## config.mk

```make
export PLATFORM = sky130hd
export DESIGN_NAME = t_counter_ctrl
export DESIGN_NICKNAME = d
export VERILOG_FILES = /design/src/rtl/t_counter_ctrl.sv
export SDC_FILE = /design/constraint.sdc
export NUM_CORES = 1
export LEC_CHECK = 0
export CORE_MARGIN = 4
export CORE_UTILIZATION = 46
export CTS_BUF_LIST = sky130_fd_sc_hd__clkbuf_16
export DETAILED_ROUTE_END_ITERATION = 12
export PLACE_DENSITY_LB_ADDON = 0.3
export SYNTH_ARGS = -nofsm -noshare
export SYNTH_HDL_FRONTEND = slang
export SYNTH_SLANG_ARGS = --single-unit
```

## constraint.sdc

```tcl
create_clock -name clk -period 3.08 [get_ports clk]
set_clock_uncertainty 0.2 [all_clocks]
set_input_delay 0.462 -clock clk [delete_from_list [all_inputs] [get_ports clk]]
set_output_delay 0.462 -clock clk [all_outputs]
set_load 0.02 [all_outputs]
```

## src/rtl/t_counter_ctrl.sv

```systemverilog
// Run-to-limit sequencer driving a WIDTH-bit T flip-flop up/down counter bank.
// Define TCTRL_WRAP_FLAG_EN to add the sticky wrap output.
module t_counter_ctrl #(
    parameter int WIDTH = 4
) (
    input  logic             clk,
    input  logic             rst,
    input  logic             cmd_valid,
    output logic             cmd_ready,
    input  logic [1:0]       cmd_op,
    input  logic [WIDTH-1:0] cmd_limit,
    output logic [WIDTH-1:0] t_vec,
    output logic [WIDTH-1:0] q,
    output logic             busy,
`ifdef TCTRL_WRAP_FLAG_EN
    output logic             wrap,
`endif
    output logic             done
);

    localparam logic [1:0] S_IDLE = 2'd0;
    localparam logic [1:0] S_RUN  = 2'd1;
    localparam logic [1:0] S_DONE = 2'd2;

    localparam logic [1:0] OP_UP    = 2'b00;
    localparam logic [1:0] OP_DOWN  = 2'b01;
    localparam logic [1:0] OP_STOP  = 2'b10;
    localparam logic [1:0] OP_CLEAR = 2'b11;

    logic [1:0]       r_state;
    logic             r_dir;
    logic [WIDTH-1:0] r_limit;
    logic [WIDTH-1:0] r_q;
    logic [WIDTH-1:0] w_tvec;
    logic             w_accept;
    logic             w_halt;

    assign cmd_ready = (r_state != S_DONE);
    assign w_accept  = cmd_valid & cmd_ready;
    assign w_halt    = w_accept & cmd_op[1];
    assign busy      = (r_state == S_RUN);
    assign done      = (r_state == S_DONE);
    assign q         = r_q;
    assign t_vec     = w_tvec;

    // Ripple-style toggle enables: bit i flips when all lower bits are at the carry/borrow value.
    always_comb begin
        logic w_c1;
        logic w_c0;
        w_tvec = '0;
        w_c1   = 1'b1;
        w_c0   = 1'b1;
        if (r_state == S_RUN && !w_halt && r_q != r_limit) begin
            for (int i = 0; i < WIDTH; i++) begin
                w_tvec[i] = r_dir ? w_c0 : w_c1;
                w_c1      = w_c1 & r_q[i];
                w_c0      = w_c0 & ~r_q[i];
            end
        end
    end

    always_ff @(posedge clk or negedge rst) begin
        if (!rst) begin
            r_state <= S_IDLE;
            r_dir   <= 1'b0;
            r_limit <= '0;
            r_q     <= '0;
        end else begin
            r_q <= r_q ^ w_tvec;
            case (r_state)
                S_IDLE: begin
                    if (w_accept) begin
                        case (cmd_op)
                            OP_UP, OP_DOWN: begin
                                r_state <= S_RUN;
                                r_dir   <= cmd_op[0];
                                r_limit <= cmd_limit;
                            end
                            OP_CLEAR: r_q <= '0;
                            default: ;
                        endcase
                    end
                end
                S_RUN: begin
                    if (w_accept) begin
                        case (cmd_op)
                            OP_UP, OP_DOWN: begin
                                r_dir   <= cmd_op[0];
                                r_limit <= cmd_limit;
                            end
                            OP_STOP: r_state <= S_IDLE;
                            default: begin
                                r_state <= S_IDLE;
                                r_q     <= '0;
                            end
                        endcase
                    end else if (r_q == r_limit) begin
                        r_state <= S_DONE;
                    end
                end
                default: r_state <= S_IDLE;
            endcase
        end
    end

`ifdef TCTRL_WRAP_FLAG_EN
    logic r_wrap;
    logic w_wrap_step;
    logic w_wrap_clr;

    assign w_wrap_step = (w_tvec != '0) & (r_dir ? (r_q == '0) : (&r_q));
    assign w_wrap_clr  = w_accept & (cmd_op != OP_STOP);
    assign wrap        = r_wrap;

    always_ff @(posedge clk or negedge rst) begin
        if (!rst) begin
            r_wrap <= 1'b0;
        end else if (w_wrap_clr) begin
            r_wrap <= 1'b0;
        end else if (w_wrap_step) begin
            r_wrap <= 1'b1;
        end
    end
`endif

endmodule

```

Yosys cells after proc, flatten, opt, wreduce, memory -nomap -nowiden
Cells that the tools add are included.
{"block": "op_classes", "muxes": 15, "bitwise": 10, "eq_ne": 12, "reduce_logical": 10}
{"operator": "4-bit two-way mux", "count": 5}
{"operator": "2-bit two-way mux", "count": 5}
{"operator": "4-bit case mux with 2 select lines", "count": 1}
{"operator": "1-bit AND", "count": 6}
{"operator": "2-bit == test (second input constant)", "count": 3}
{"operator": "2-bit inequality test (second input constant)", "count": 3}
{"operator": "2-bit by 1-bit == test with 1-bit output (second input constant)", "count": 2}
{"operator": "4-bit == test", "count": 1}
{"operator": "2-bit logical NOT", "count": 2}
{"operator": "4-bit inequality test", "count": 1}
{"operator": "2-bit case mux with 2 select lines", "count": 1}
{"operator": "4-bit AND reduction", "count": 1}
{"operator": "2-bit OR reduction", "count": 2}
{"operator": "4-bit XOR", "count": 1}
{"operator": "1-bit two-way mux", "count": 3}
{"operator": "3-bit by 1-bit inequality test with 1-bit output (second input constant)", "count": 1}
{"operator": "3-bit inequality test (second input constant)", "count": 1}
{"operator": "1-bit NOT", "count": 3}
{"operator": "3-bit AND reduction", "count": 1}
{"operator": "3-bit OR reduction", "count": 1}
{"operator": "1-bit logical AND", "count": 2}
{"operator": "1-bit logical NOT", "count": 1}
{"block": "totals", "wordCells": 51, "inputBits": 9, "regBits": 11, "out_inout_bits": 11}

Logic depth before layout (Yosys ltp)
{"block": "depth", "ltp_word": 11, "ltp_mapped": 5, "depth_no_buf": 5}

Least setup slack after synthesis
OpenSTA, ideal clock, no wires.
{"block": "synth_path", "path_kind": "register to output", "from": "register r_q[1] (netlist: q[1])", "to": "output port t_vec[2]", "setup_slack_ps": 875, "path_stages_with_launch": 5, "arrival_ps": 1543, "cell_sequence": "dfrtp_1 -> buf_4 -> xnor2_1 -> and4_4 -> nor3_1"}
{"block": "synth_between", "elab_chain_cells": 4, "word_cells_on_any_way": 7, "classes_between": "eq/ne (1); mux (2); bitwise (3); reduce/logical (1)"}
{"item": "start: declaration", "line": "33", "source": "logic [WIDTH-1:0] r_q;"}
{"item": "start signal: assignment", "line": "69", "source": "r_q <= r_q ^ w_tvec;"}
{"item": "1-bit NOT", "line": "57", "source": "w_c0 = w_c0 & ~r_q[i];"}
{"item": "1-bit AND", "line": "57"}
{"item": "1-bit two-way mux", "line": "55", "source": "w_tvec[i] = r_dir ? w_c0 : w_c1;"}
{"item": "4-bit two-way mux (*)", "line": "53", "source": "if (r_state == S_RUN && !w_halt && r_q != r_limit) begin"}
{"item": "end: declaration", "line": "12", "source": "output logic [WIDTH-1:0] t_vec,"}
Every way passes the cells marked *; elsewhere a longest branch is shown, timed or not.

Worst setup path after layout
{"block": "layout_path", "from": "input port cmd_valid", "to": "output port t_vec[3]"}
{"block": "layout_between", "elab_chain_cells": 6}
{"item": "start: declaration", "line": "8", "source": "input logic cmd_valid,"}
{"item": "1-bit AND", "line": "39", "source": "assign w_accept = cmd_valid & cmd_ready;"}
{"item": "1-bit AND", "line": "40", "source": "assign w_halt = w_accept & cmd_op[1];"}
{"item": "1-bit logical NOT", "line": "53"}
{"item": "1-bit logical AND (2 in a row)", "line": "53"}
{"item": "4-bit two-way mux", "line": "53"}
Every way passes these cells.

==> flow_metrics.env <==
export IMPL_run_status="finished, final reports clean"
export IMPL_clk_latency_ns=0.23
export IMPL_postSynth_asyncResetShare_pct=100.0
export IMPL_hold_path_class="reg -> reg"
export IMPL_fp_row_count=12
export IMPL_overflow_left_after_global_routing=0
export IMPL_critical_path_class="in -> out"
export IMPL_synth_fp_nets=65
export IMPL_initial_core_util_pct=51.71
export IMPL_clk_transition_reported_paths_ns=0.04
export IMPL_postRouteWirelength_mm=1.165
export IMPL_groute_layer_met3_usage_pct=4.878
export IMPL_grt_met2_usage_pct=23.84
export IMPL_postSynthCellCount=56
export IMPL_drive_above_1_share_pct=15.58
export IMPL_startpoint_type="input pin"
export IMPL_timing_worst_slew_pin_value_ns=0.5141
export IMPL_endpoint_kind="output pin"
export IMPL_cp_slowest_stage_delay_ns=0.59
export IMPL_post_drt_via_cell_ratio=5.000
export IMPL_most_common_library_cell_in_the_layout_ignoring_fill_and_taps="sky130_fd_sc_hd__clkdlybuf4s50_1"
export IMPL_die_x_um=44.29
export IMPL_worst_hold_check_slack_ns=0.3211
export IMPL_tritoncts="yes"
export IMPL_first_global_vias=499
export IMPL_yosys_most_used_dff="sky130_fd_sc_hd__dfrtp_1"
export IMPL_tns_setup_ns=0
export IMPL_crit_chain="clkdlybuf4s50_1 -> nand2_1 -> nand2_1 -> or3_4 -> inv_1 -> clkdlybuf4s50_1"
export IMPL_cts_repair_timing_setup_buffer_count=0
export IMPL_met1_usage_pct=18.09
export IMPL_drcViolationCount=0
export IMPL_power_density_nw_per_um2=891.1
export IMPL_antenna_diode_count=0
export IMPL_synth_yosys_warnings=0
export IMPL_ys_seq_area_share_pct=45.45
export IMPL_clock_path_buffers=2
export IMPL_antenna_found_initial=0
export IMPL_cts_hold_buffers_added=0
export IMPL_crit_fanout=5
export IMPL_synth_enable_flop_cells=0
export IMPL_gr_usage_all_layers_pct=14.47
export IMPL_ys_ff_latch=11
export IMPL_design_die_area_um2=1961
export IMPL_layout_stage_area_growth_over_the_synthesis_result_pct=44.83
export IMPL_rsz0062_at_grt="no"
export IMPL_ioPinCount=20
export IMPL_htree_num_levels=1
export IMPL_postCtsResizedCells=0
export IMPL_cp_num_buf_inv=3
export IMPL_slowest_stage="sky130_fd_sc_hd__clkdlybuf4s50_1"
export IMPL_numCtsBuffers=3
export IMPL_nets=87
export IMPL_clock_sinks=11
export IMPL_most_common_layout_cells="sky130_fd_sc_hd__clkdlybuf4s50_1, sky130_fd_sc_hd__dfrtp_1, sky130_fd_sc_hd__inv_1, sky130_fd_sc_hd__nand2_1"
export IMPL_routedWlPerCell_um=12.80
export IMPL_period_share_pct=92.00
export IMPL_cts_root_buf="sky130_fd_sc_hd__clkbuf_16"
export IMPL_final_hold_viol_count=0
export IMPL_fin_crit_ns=2.834
export IMPL_dieHeight_um=44.29
export IMPL_synth_cell_area_um2=605.6
export IMPL_max_vdd_ir_drop_v=0.0004559
export IMPL_place_port_buffers=19
export IMPL_vias=455
export IMPL_timing_max_transition_violations_final=0
export IMPL_postSynthAreaPerCell_um2=10.81
export IMPL_ant_nets=0
export IMPL_timing_fmax_ghz=0.3529
export IMPL_postLayoutCoreUtil_pct=74.89
export IMPL_cp_arrival_ns=2.17
export IMPL_first_pass_iters=2
export IMPL_coreArea_um2=1171
export IMPL_first_pass_grt_wire_length_mm=2.083
export IMPL_dp_hpwl_um=918.5
export IMPL_gp_routability_congestion=0.7142
export IMPL_busiest_layer="met2"
export IMPL_worst_rel_slew_slack_pct=65.62
export IMPL_count_of_unique_library_cells_instantiated_by_yosys=22
export IMPL_power_static_leakage_nw=0.4048
export IMPL_critical_path_top_delay_family="buffers and inverters"
export IMPL_first_iter_violations=5
export IMPL_maxCapViolations=0
export IMPL_finalSetupViolations=0
export IMPL_cp_data_required_time_ns=2.42
export IMPL_grt_start_max_net_pins=12
Yosys cell counts (2+ instances only):
library cell                n  area [µm²]
sky130_fd_sc_hd__buf_4      2       15.01
sky130_fd_sc_hd__dfrtp_1   11       275.3
sky130_fd_sc_hd__inv_1      5       18.77
sky130_fd_sc_hd__mux2_2     5       56.30
sky130_fd_sc_hd__mux2i_1    4       40.04
sky130_fd_sc_hd__nand2_1    6       22.52
sky130_fd_sc_hd__nand2b_1   2       12.51
sky130_fd_sc_hd__nor3_1     2       10.01
sky130_fd_sc_hd__or3_4      2       22.52
sky130_fd_sc_hd__xnor2_1    5       43.79
kinds of logic (layout without fill, tap and decap cells):
logic type,after synthesis,in the layout,share of synthesized area [%]
flops,11,11,45.45
buf+inv,7,28,5.578
compound gates,3,3,3.100
xor+xnor,5,5,7.231
mux,9,9,15.91
simple gates,21,21,22.73
cell type report:
cell class,count,area (µm²)
Multi-Input combinational cell,38,296.5
Fill cell,87,294.0
Sequential cell,11,275.3
Timing Repair Buffer,19,190.2
Clock buffer,3,75.07
Inverter,5,18.77
Tap cell,14,17.52
Clock inverter,1,3.754
sequential cells by signal (all words and copies together), names as in the netlist:
| name | flops |
|---|---|
| r_dir | 1 |
| r_state | 2 |
| r_limit | 4 |
| q | 4 |
where the power goes:
part / leakage, nW / switching, mW / internal (mW)
registers: 0.135 / 0.0591 / 0.185
logic: 0.227 / 0.143 / 0.164
clock network: 0.0423 / 0.0599 / 0.170
final timing paths:
| kind | start | slack [ns] | cells after the start | to |
|---|---|---|---|---|
| worst max-delay path | cmd_valid | 0.25 | 6 | t_vec[3] |
| max in group asynchronous | rst | 1.96 | 1 | r_state[0]$_DFFE_PN0P_ |
| worst max register to register | q[1]$_DFF_PN0_ | 1.36 | 4 | q[1]$_DFF_PN0_ |
| worst min register to register | r_limit[1]$_DFFE_PN0P_ | 0.32 | 1 | r_limit[1]$_DFFE_PN0P_ |
| worst min-delay path | r_limit[1]$_DFFE_PN0P_ | 0.32 | 1 | r_limit[1]$_DFFE_PN0P_ |
| min in group asynchronous | rst | 0.37 | 1 | q[2]$_DFF_PN0_ |
routing by layer:
layer	part of all wire [%]	wire length, µm
met4	1.6	19
met2	50	578
met5	0	0
met3	5.2	60
met1	43	506
through the flow:
stage / worst slack (ns) / instances / cell area (µm²) / power, mW
6_report: 0.2464 / 91 / 877.1 / 0.7816
5_1_grt: 0.1711 / 91 / 877.1 / 0.8353
4_1_cts: 0.2465 / 91 / 877.1 / 0.7897
3_5_place_dp: 0.2421 / 87 / 798.3 / 0.5541
3_3_place_gp: 0.2690 / 87 / 798.3 / 0.5422
2_1_floorplan: 0.8747 / 56 / 605.6 / 0.4466
worst reg2reg max path: stages (launching register included):
cell and delay (ns):
sky130_fd_sc_hd__dfrtp_1 0.47, sky130_fd_sc_hd__xnor2_1 0.18, sky130_fd_sc_hd__and4_4 0.21, sky130_fd_sc_hd__or3_4 0.39, sky130_fd_sc_hd__mux2i_1 0.14
Note: power is estimated with default switching activity, not from simulation.
